**config.mk**
```make
export PLATFORM = sky130hd
export DESIGN_NAME = can_destuffer_flat
export DESIGN_NICKNAME = d
export VERILOG_FILES = /design/src/rtl/can_destuffer_if.sv /design/src/rtl/can_destuffer.sv /design/src/flat_wrapper.sv
export SDC_FILE = /design/constraint.sdc
export NUM_CORES = 1
export LEC_CHECK = 0
export ABC_AREA = 1
export BUFFER_PORTS_ARGS = -buffer_cell sky130_fd_sc_hd__buf_2
export CAP_MARGIN = 10
export CORE_UTILIZATION = 50
export CTS_CLUSTER_SIZE = 8
export DETAILED_ROUTE_END_ITERATION = 10
export HOLD_SLACK_MARGIN = 0.06
export PLACE_DENSITY = 0.79
export SETUP_SLACK_MARGIN = 0.05
export SYNTH_ARGS = -nofsm -noshare
export SYNTH_HDL_FRONTEND = slang
export SYNTH_SLANG_ARGS = --single-unit
export TNS_END_PERCENT = 100
```
**constraint.sdc**
```tcl
create_clock -name clk -period 1.6 [get_ports clk]
set_input_delay 0.4 -clock clk [delete_from_list [all_inputs] [get_ports clk]]
set_output_delay 0.4 -clock clk [all_outputs]
set_load 0.005 [all_outputs]
```
**src/rtl/can_destuffer_if.sv**
```systemverilog
// Bit-stream link between the baud sampler/frame parser and the CAN destuffer.
// The master drives sampled bits, and the slave returns destuffed bits and bus status.
interface can_destuffer_if;
  logic       bit_in;
  logic       bit_valid;
  logic       stuff_stop;
  logic       out_bit;
  logic       out_valid;
  logic       sof;
  logic       stuff_err;
  logic       bus_idle;
  logic       frame_active;
  logic [7:0] stuff_cnt;

  modport master (
    output bit_in, bit_valid, stuff_stop,
    input  out_bit, out_valid, sof, stuff_err, bus_idle, frame_active, stuff_cnt
  );

  modport slave (
    input  bit_in, bit_valid, stuff_stop,
    output out_bit, out_valid, sof, stuff_err, bus_idle, frame_active, stuff_cnt
  );
endinterface

```
**src/rtl/can_destuffer.sv**
```systemverilog
// CAN bit destuffer: integrates onto the bus, strips stuff bits up to the CRC,
// then passes the frame tail through until the bus goes idle again.
module can_destuffer #(
  parameter int STUFF_LEN = 5,
  parameter int IDLE_BITS = 11
) (
  input logic           clk,
  input logic           rst,
  can_destuffer_if.slave bus
);

  localparam int REC_W = $clog2(IDLE_BITS) + 1;
  localparam int RUN_W = $clog2(STUFF_LEN) + 1;

  typedef enum logic [1:0] {SYNC, IDLE, ACTIVE, TAIL} state_t;

  function automatic logic [REC_W-1:0] sat_inc_rec(input logic [REC_W-1:0] v);
    return (v == '1) ? v : v + REC_W'(1);
  endfunction

  function automatic logic [RUN_W-1:0] sat_inc_run(input logic [RUN_W-1:0] v);
    return (v == '1) ? v : v + RUN_W'(1);
  endfunction

  function automatic logic [7:0] sat_inc8(input logic [7:0] v);
    return (v == 8'hFF) ? v : v + 8'd1;
  endfunction

  state_t           state_p0, state_nxt;
  logic [REC_W-1:0] rec_cnt_p0, rec_cnt_nxt, rec_up;
  logic [RUN_W-1:0] run_cnt_p0, run_cnt_nxt;
  logic             last_p0, last_nxt;
  logic [7:0]       stuff_cnt_p0, stuff_cnt_nxt;
  logic             out_bit_p1, out_bit_nxt;
  logic             vld_p1, vld_nxt;
  logic             sof_p1, sof_nxt;
  logic             err_p1, err_nxt;

  assign rec_up = sat_inc_rec(rec_cnt_p0);

  always_comb begin
    state_nxt     = state_p0;
    rec_cnt_nxt   = rec_cnt_p0;
    run_cnt_nxt   = run_cnt_p0;
    last_nxt      = last_p0;
    stuff_cnt_nxt = stuff_cnt_p0;
    out_bit_nxt   = out_bit_p1;
    vld_nxt       = 1'b0;
    sof_nxt       = 1'b0;
    err_nxt       = 1'b0;
    if (bus.bit_valid) begin
      unique case (state_p0)
        SYNC: begin
          if (bus.bit_in) begin
            rec_cnt_nxt = rec_up;
            if (rec_up >= REC_W'(IDLE_BITS)) begin
              state_nxt   = IDLE;
              rec_cnt_nxt = '0;
            end
          end else begin
            rec_cnt_nxt = '0;
          end
        end
        IDLE: begin
          if (!bus.bit_in) begin
            sof_nxt       = 1'b1;
            vld_nxt       = 1'b1;
            out_bit_nxt   = 1'b0;
            run_cnt_nxt   = RUN_W'(1);
            last_nxt      = 1'b0;
            stuff_cnt_nxt = 8'd0;
            state_nxt     = ACTIVE;
          end
        end
        ACTIVE: begin
          if (run_cnt_p0 == RUN_W'(STUFF_LEN)) begin
            // The stuff bit is dropped but still opens the next run.
            if (bus.bit_in != last_p0) begin
              run_cnt_nxt   = RUN_W'(1);
              last_nxt      = bus.bit_in;
              stuff_cnt_nxt = sat_inc8(stuff_cnt_p0);
              if (bus.stuff_stop) begin
                state_nxt   = TAIL;
                rec_cnt_nxt = '0;
              end
            end else begin
              err_nxt     = 1'b1;
              state_nxt   = SYNC;
              rec_cnt_nxt = '0;
            end
          end else begin
            vld_nxt     = 1'b1;
            out_bit_nxt = bus.bit_in;
            if (bus.bit_in == last_p0) begin
              run_cnt_nxt = sat_inc_run(run_cnt_p0);
            end else begin
              run_cnt_nxt = RUN_W'(1);
              last_nxt    = bus.bit_in;
            end
            if (bus.stuff_stop) begin
              state_nxt   = TAIL;
              rec_cnt_nxt = '0;
            end
          end
        end
        TAIL: begin
          vld_nxt     = 1'b1;
          out_bit_nxt = bus.bit_in;
          if (bus.bit_in) begin
            rec_cnt_nxt = rec_up;
            if (rec_up >= REC_W'(IDLE_BITS)) begin
              state_nxt   = IDLE;
              rec_cnt_nxt = '0;
            end
          end else begin
            rec_cnt_nxt = '0;
          end
        end
        default: state_nxt = SYNC;
      endcase
    end
  end

  // Stage p0 -> p1: state, counters and registered output strobes
  always_ff @(posedge clk) begin
    if (rst) begin
      state_p0     <= SYNC;
      rec_cnt_p0   <= '0;
      run_cnt_p0   <= '0;
      last_p0      <= 1'b1;
      stuff_cnt_p0 <= 8'd0;
      vld_p1       <= 1'b0;
      sof_p1       <= 1'b0;
      err_p1       <= 1'b0;
    end else begin
      state_p0     <= state_nxt;
      rec_cnt_p0   <= rec_cnt_nxt;
      run_cnt_p0   <= run_cnt_nxt;
      last_p0      <= last_nxt;
      stuff_cnt_p0 <= stuff_cnt_nxt;
      vld_p1       <= vld_nxt;
      sof_p1       <= sof_nxt;
      err_p1       <= err_nxt;
    end
  end

  always_ff @(posedge clk) begin
    out_bit_p1 <= out_bit_nxt;
  end

  assign bus.out_bit      = out_bit_p1;
  assign bus.out_valid    = vld_p1;
  assign bus.sof          = sof_p1;
  assign bus.stuff_err    = err_p1;
  assign bus.bus_idle     = (state_p0 == IDLE);
  assign bus.frame_active = (state_p0 == ACTIVE) || (state_p0 == TAIL);
  assign bus.stuff_cnt    = stuff_cnt_p0;

endmodule

```
**src/flat_wrapper.sv**
```systemverilog
// flat-port wrapper written by rule: the top's interface ports become plain ports
module can_destuffer_flat 
#(
  parameter int STUFF_LEN = 5,
  parameter int IDLE_BITS = 11
)
  (clk, rst, bus_bit_in, bus_bit_valid, bus_stuff_stop, bus_out_bit, bus_out_valid, bus_sof, bus_stuff_err, bus_bus_idle, bus_frame_active, bus_stuff_cnt);
  can_destuffer_if bus_i ();
  input logic clk;
  input logic rst;
  input wire logic [$bits(bus_i.bit_in)-1:0] bus_bit_in;
  input wire logic [$bits(bus_i.bit_valid)-1:0] bus_bit_valid;
  input wire logic [$bits(bus_i.stuff_stop)-1:0] bus_stuff_stop;
  output wire logic [$bits(bus_i.out_bit)-1:0] bus_out_bit;
  output wire logic [$bits(bus_i.out_valid)-1:0] bus_out_valid;
  output wire logic [$bits(bus_i.sof)-1:0] bus_sof;
  output wire logic [$bits(bus_i.stuff_err)-1:0] bus_stuff_err;
  output wire logic [$bits(bus_i.bus_idle)-1:0] bus_bus_idle;
  output wire logic [$bits(bus_i.frame_active)-1:0] bus_frame_active;
  output wire logic [$bits(bus_i.stuff_cnt)-1:0] bus_stuff_cnt;
  assign bus_i.bit_in = bus_bit_in;
  assign bus_i.bit_valid = bus_bit_valid;
  assign bus_i.stuff_stop = bus_stuff_stop;
  assign bus_out_bit = bus_i.out_bit;
  assign bus_out_valid = bus_i.out_valid;
  assign bus_sof = bus_i.sof;
  assign bus_stuff_err = bus_i.stuff_err;
  assign bus_bus_idle = bus_i.bus_idle;
  assign bus_frame_active = bus_i.frame_active;
  assign bus_stuff_cnt = bus_i.stuff_cnt;
  can_destuffer #(.STUFF_LEN(STUFF_LEN), .IDLE_BITS(IDLE_BITS)) u_core (.clk(clk), .rst(rst), .bus(bus_i));
endmodule
```
# Yosys cells after proc, flatten, opt, wreduce, memory -nomap -nowiden
# Index checks and enable logic that the tools add are counted.
# W data, S select, Z words.
dict set report op_classes {
  add_sub_neg 3
  magnitude_cmp 1
  eq_ne 19
  n_mux 36
  bitwise_logic 4
  n_reduce_logical 15
}
# op count
set ops {}
lappend ops {{$mux W8} 4}
lappend ops {{$mux W5} 6}
lappend ops {{$mux W4} 5}
lappend ops {{$pmux W8 S2} 1}
lappend ops {{$mux W2} 6}
lappend ops {{$pmux W5 S2} 1}
lappend ops {{$reduce_and A5 Y1} 2}
lappend ops {{$add A8 B1 Y8 const B} 1}
lappend ops {{$eq A8 B8 Y1 const B} 1}
lappend ops {{$mux W1} 8}
lappend ops {{$ne A2 B1 Y1 const B} 4}
lappend ops {{$pmux W4 S2} 1}
lappend ops {{$reduce_and A4 Y1} 2}
lappend ops {{$ne A2 B2 Y1 const B} 3}
lappend ops {{$pmux W1 S3} 2}
lappend ops {{$pmux W2 S3} 1}
lappend ops {{$reduce_and A6 Y1} 1}
lappend ops {{$add A5 B1 Y5 const B} 1}
lappend ops {{$eq A5 B5 Y1 const B} 1}
lappend ops {{$ge A5 B4 Y1 const B} 1}
lappend ops {{$add A4 B1 Y4 const B} 1}
lappend ops {{$eq A2 B2 Y1 const B} 2}
lappend ops {{$eq A4 B3 Y1 const B} 1}
lappend ops {{$eq A4 B4 Y1 const B} 1}
lappend ops {{16 further kinds} 21}
dict set report totals {
  regBits 24
  output_inout_bits 14
}

# Logic depth before layout (Yosys ltp)
dict set report logic_depth {
  ltp_word 6
  ltp_mapped 12
  depth_no_buf 12
}

# Least setup slack after synthesis
# OpenSTA, ideal clock, no wires.
dict set report synth_timing {
  kind {register -> register}
  start {register u_core.state_p0[1]}
  end {register u_core.stuff_cnt_p0[3], in the netlist u_core.bus.stuff_cnt[3]}
  setup_ps 125
  arrival_ps 1528
  setup_slack_ps -53
  path_stages_with_launch 12
  n_path_buf 1
  synth_period_minus_slack_ps 1653
  cell_sequence {dfxtp_1 inv_1 ha_1 a21oi_2 inv_2 a21oi_4 nand3_2 nor2_2 buf_6 nand2_1 nand2_1 a21oi_1}
}
dict set report synth_between {
  elab_chain_len 3
  elab_cells_between_ends 9
  classes_between {eq/ne: 6; mux: 1; reduce/logical: 2}
}
# item line_no
set synth_lines {}
lappend synth_lines {{start, declared} can_destuffer.sv:29} ;# state_t state_p0, state_nxt;
lappend synth_lines {{start signal, assigned} can_destuffer.sv:136} ;# state_p0 <= state_nxt;
lappend synth_lines {{$eq A2 B1 Y1 (*)} -}
lappend synth_lines {{net bus_bus_idle} flat_wrapper.sv:18} ;# output wire logic [$bits(bus_i.bus_idle)-1:0] bus_bus_idle;
lappend synth_lines {{$ne A2 B2 Y1 (no line) / $reduce_bool A2 Y1 (equally long branches)} -}
lappend synth_lines {{$reduce_and A6 Y1 (no line)} -}
lappend synth_lines {{end signal, assigned} can_destuffer.sv:140} ;# stuff_cnt_p0 <= stuff_cnt_nxt;
lappend synth_lines {{end, declared} can_destuffer.sv:33} ;# logic [7:0] stuff_cnt_p0, stuff_cnt_nxt;
# Mark *: on every way through the listed nets, which the timed path passes. The rest lies on a longest branch.
# A chain may end at the register's enable or synchronous reset.

# Worst setup path in the final report
dict set report layout_timing {
  start {register u_core.state_p0[0]}
  end {output bus_frame_active}
}
dict set report layout_between {
  elab_chain_len 2
  elab_cells_between_ends 3
  classes_between {eq/ne: 2; reduce/logical: 1}
}
# item line_no
set layout_lines {}
lappend layout_lines {{$eq A2 B2 Y1} can_destuffer.sv:156} ;# assign bus.frame_active = (state_p0 == ACTIVE) || (state_p0 == TAIL);
lappend layout_lines {{$logic_or A1 B1 Y1 (*)} can_destuffer.sv:156}
lappend layout_lines {{end, declared} flat_wrapper.sv:19} ;# output wire logic [$bits(bus_i.frame_active)-1:0] bus_frame_active;
# Every way passes the cells marked *; elsewhere a longest branch is shown, timed or not.

==> impl_metrics.tcl <==
set metrics [dict create \
    status "finished, violations left" \
    violations "setup timing" \
    required_ps 1200 \
    die_h_um 54.6 \
    place_area_sq_um 1710 \
    numPortBuffers 18 \
    synth.cell_area_sq_um 1380 \
    place_ws_ps -130 \
    postRouteAntennaNets 0 \
    grt_pass1_wl_mm 6.33 \
    worstHoldStart "bus_bit_valid" \
    max_slew_margin_pct 72.9 \
    cts_buffer_depth 2 \
    synth_seq_area_share_pct 35.5 \
    area_growth_pct 49.4 \
    post-synth-top-area-cell "dfxtp_1" \
    cts_tree "built" \
    clkTransAtPathRegs_ps 150 \
    power_mw 1.10 \
    fin_cells 277 \
    rsz0062_at_grt "true" \
    drc 0 \
    ys_ff_latch 24 \
    m1WireLength_mm 1.88 \
    yosys-top-cells-count "44 x nand2_1, 25 x inv_1, 23 x dfxtp_1, 17 x a21oi_1, 14 x nor2_1" \
    worst_slack_ps -177 \
    die-area_sq_um 2980 \
    start_util_pct 54.3 \
    fp-row-count 18 \
    ioPinCount 19 \
    dr.pass1.iters 4 \
    powerDensity_nw_per_um2 533 \
    wl_met3_um 290 \
    worstPathBufferInverterCount 4 \
    end_kind "primary output" \
    grt_usage_pct 30.5 \
    numCtsBuffers 3 \
    max_freq_ghz 0.563 \
    top_layer_used "met4" \
    cts_sinks 24 \
    vias 1646 \
    insertion_delay_ps 340 \
    synthFlopType "dfxtp_1" \
    gp_congestion 0.865 \
    fin_skew_ps 5.67 \
    num_antenna_cells 0 \
    synth_top_area_share_pct 33.3 \
    htreeDepth 1 \
    grt_pass1_vias 1438 \
    wl_per_cell_um 17.5 \
    power.leakage_nw 0.876 \
    hold_viol 0 \
    slew_violations 0 \
    antenna_found_initial 0 \
    dpl.hpwl_mm 2.68 \
    crit_fanout 4 \
    ir_worst_vdd_uv 534 \
    holdBufCountCts 0 \
    grt_overflow 0 \
    synth_edf_count 1 \
    fp.dieW_um 54.6 \
    worstMarginPinSlew_ps 402 \
    via_per_inst 5.94 \
    critPathSlowestCell "dfxtp_4" \
    final_cell_area_sq_um 2060 \
    fin_crit_ps 1780 \
    crit_start "u_core.state_p0[0]$_SDFFE_PP0P_" \
    routed_wl_mm 4.85 \
    wl_met2_mm 2.42 \
    r2r-start "u_core.state_p0[0]$_SDFFE_PP0P_" \
    yosysMostFrequentCell "nand2_1" \
    synthTopCellsByArea "dfxtp_1 33%, nand2_1 12%, ha_1 7.2%, inv_1 6.8%, a21oi_1 6.2%" \
    crit_arrival_ps 1380 \
    core_area_sq_um 2540 \
    post-route-period-util_pct 111 \
    hold_class "primary input to flip-flop" \
    postSynthAreaPerCell_sq_um 7.19 \
    path_cells "inv_1 > ha_4 > inv_4 > buf_4 > nand2_1 > buf_2" \
    final_nets 261 \
    synth_cell_type_count 34 \
    drt_iter0_markers 77 \
    async_flop_share_pct 0 \
    max_stage_delay_ps 390 \
    synthCells 192 \
    synth_fp_nets 205 \
    drv_cap 0 \
    fillCellCount 154 \
    yosysWarnings 0 \
    critPathTopFamily "buffers and inverters" \
    startpoint_type "flip-flop" \
    dp_cells 263 \
    drive_gt1_share_pct 47.8 \
    finish.utilization_pct 81.1 \
    finalSetupViolations 20 \
    criticalPathCategory "flip-flop to primary output" \
    ctsRootBufferMaster "clkbuf_4" \
    grt_max_degree 15 \
]
-- metrics by stage --
step	hold WS, ps	setup TNS, ps
after floorplan	450	0
after global placement	470	-52.0
after detailed placement	491	-885
after CTS	363	-902
after global routing	377	-3430
final	364	-2010
-- flip-flops by register name (all words and copies together), names as in the netlist --
register	flops
u_core.state_p0	2
u_core.bus.out_bit	1
u_core.bus.sof	1
u_core.rec_cnt_p0	5
u_core.bus.stuff_err	1
u_core.last_p0	1
u_core.bus.out_valid	1
u_core.bus.stuff_cnt	8
u_core.run_cnt_p0	4
-- layout make-up --
type | count | area, sq um | share of cell area [%]
multi-input combinational | 138 | 1000 | 48.5
clock buffer | 4 | 47.5 | 2.30
timing repair buffer | 54 | 372 | 18.0
inverter | 27 | 104 | 5.03
tap | 30 | 37.5 | 1.82
sequential | 24 | 502 | 24.3
-- placed cells by master (no fill, tap or decap), types with 4 or more instances in the layout --
cell type	n
a21oi_2	7
a21oi_1	10
inv_1	19
ha_4	4
nand3_2	6
nor3_1	5
nand4_1	7
nand3_1	6
nand2_1	31
nor2_4	5
dfxtp_1	18
buf_2	18
nand2_2	12
nor2_1	8
inv_2	7
buf_4	33
-- final timing paths --
path,cells after the start,slack [ps],endpoint
worst max register to register,10,-150,u_core.bus.stuff_cnt[1]$_SDFFE_PP0P_
worst min register to register,2,530,u_core.bus.stuff_cnt[4]$_SDFFE_PP0P_
worst max-delay path,6,-180,bus_frame_active
worst min-delay path,3,360,u_core.bus.sof$_SDFF_PP0_
-- routing by layer --
| metal | global-route usage [%] | up-vias |
|---|---|---|
| met4 | 14.5 | 0 |
| met3 | 3.89 | 34 |
| met2 | 55.5 | 96 |
| li1 | - | 750 |
| met5 | 0 | - |
| met1 | 34.6 | 766 |
-- worst register-to-register path, cell delays in order, from the launching register on --
cell and delay (ps):
dfxtp_4 390, buf_6 120, ha_4 170, a21oi_4 160
inv_2 70, a21oi_4 140, nand3_2 120, nor2_4 160
buf_4 160, nand3_1 90, a21oi_1 130
-- logic make-up after synthesis --
logic type	after synthesis	share of synthesized area, %
buffers and inverters	30	8.79
XOR/XNOR	5	3.17
AND/OR/NAND/NOR	92	30.3
flip-flops	24	35.5
AO/OA/AOI/OAI	33	15.0
adder cells (fa/ha/maj)	8	7.25
-- report_power, final --
part           total (mW)  internal [mW]  leakage (nW)  switching [mW]
Combinational      0.0953         0.0363         0.652          0.0589
Sequential          0.602          0.600         0.198         0.00199
Clock               0.402          0.191        0.0261           0.210
Total                1.10          0.828         0.876           0.271
-- repair_timing --
action / in CTS / in global routing
gates resized for setup: 25 / 42
endpoints found under the setup margin: 22 / 22
buffers inserted: 7 / 3
pin swaps: 14 / 21
Power figures use the tool's default switching activity.
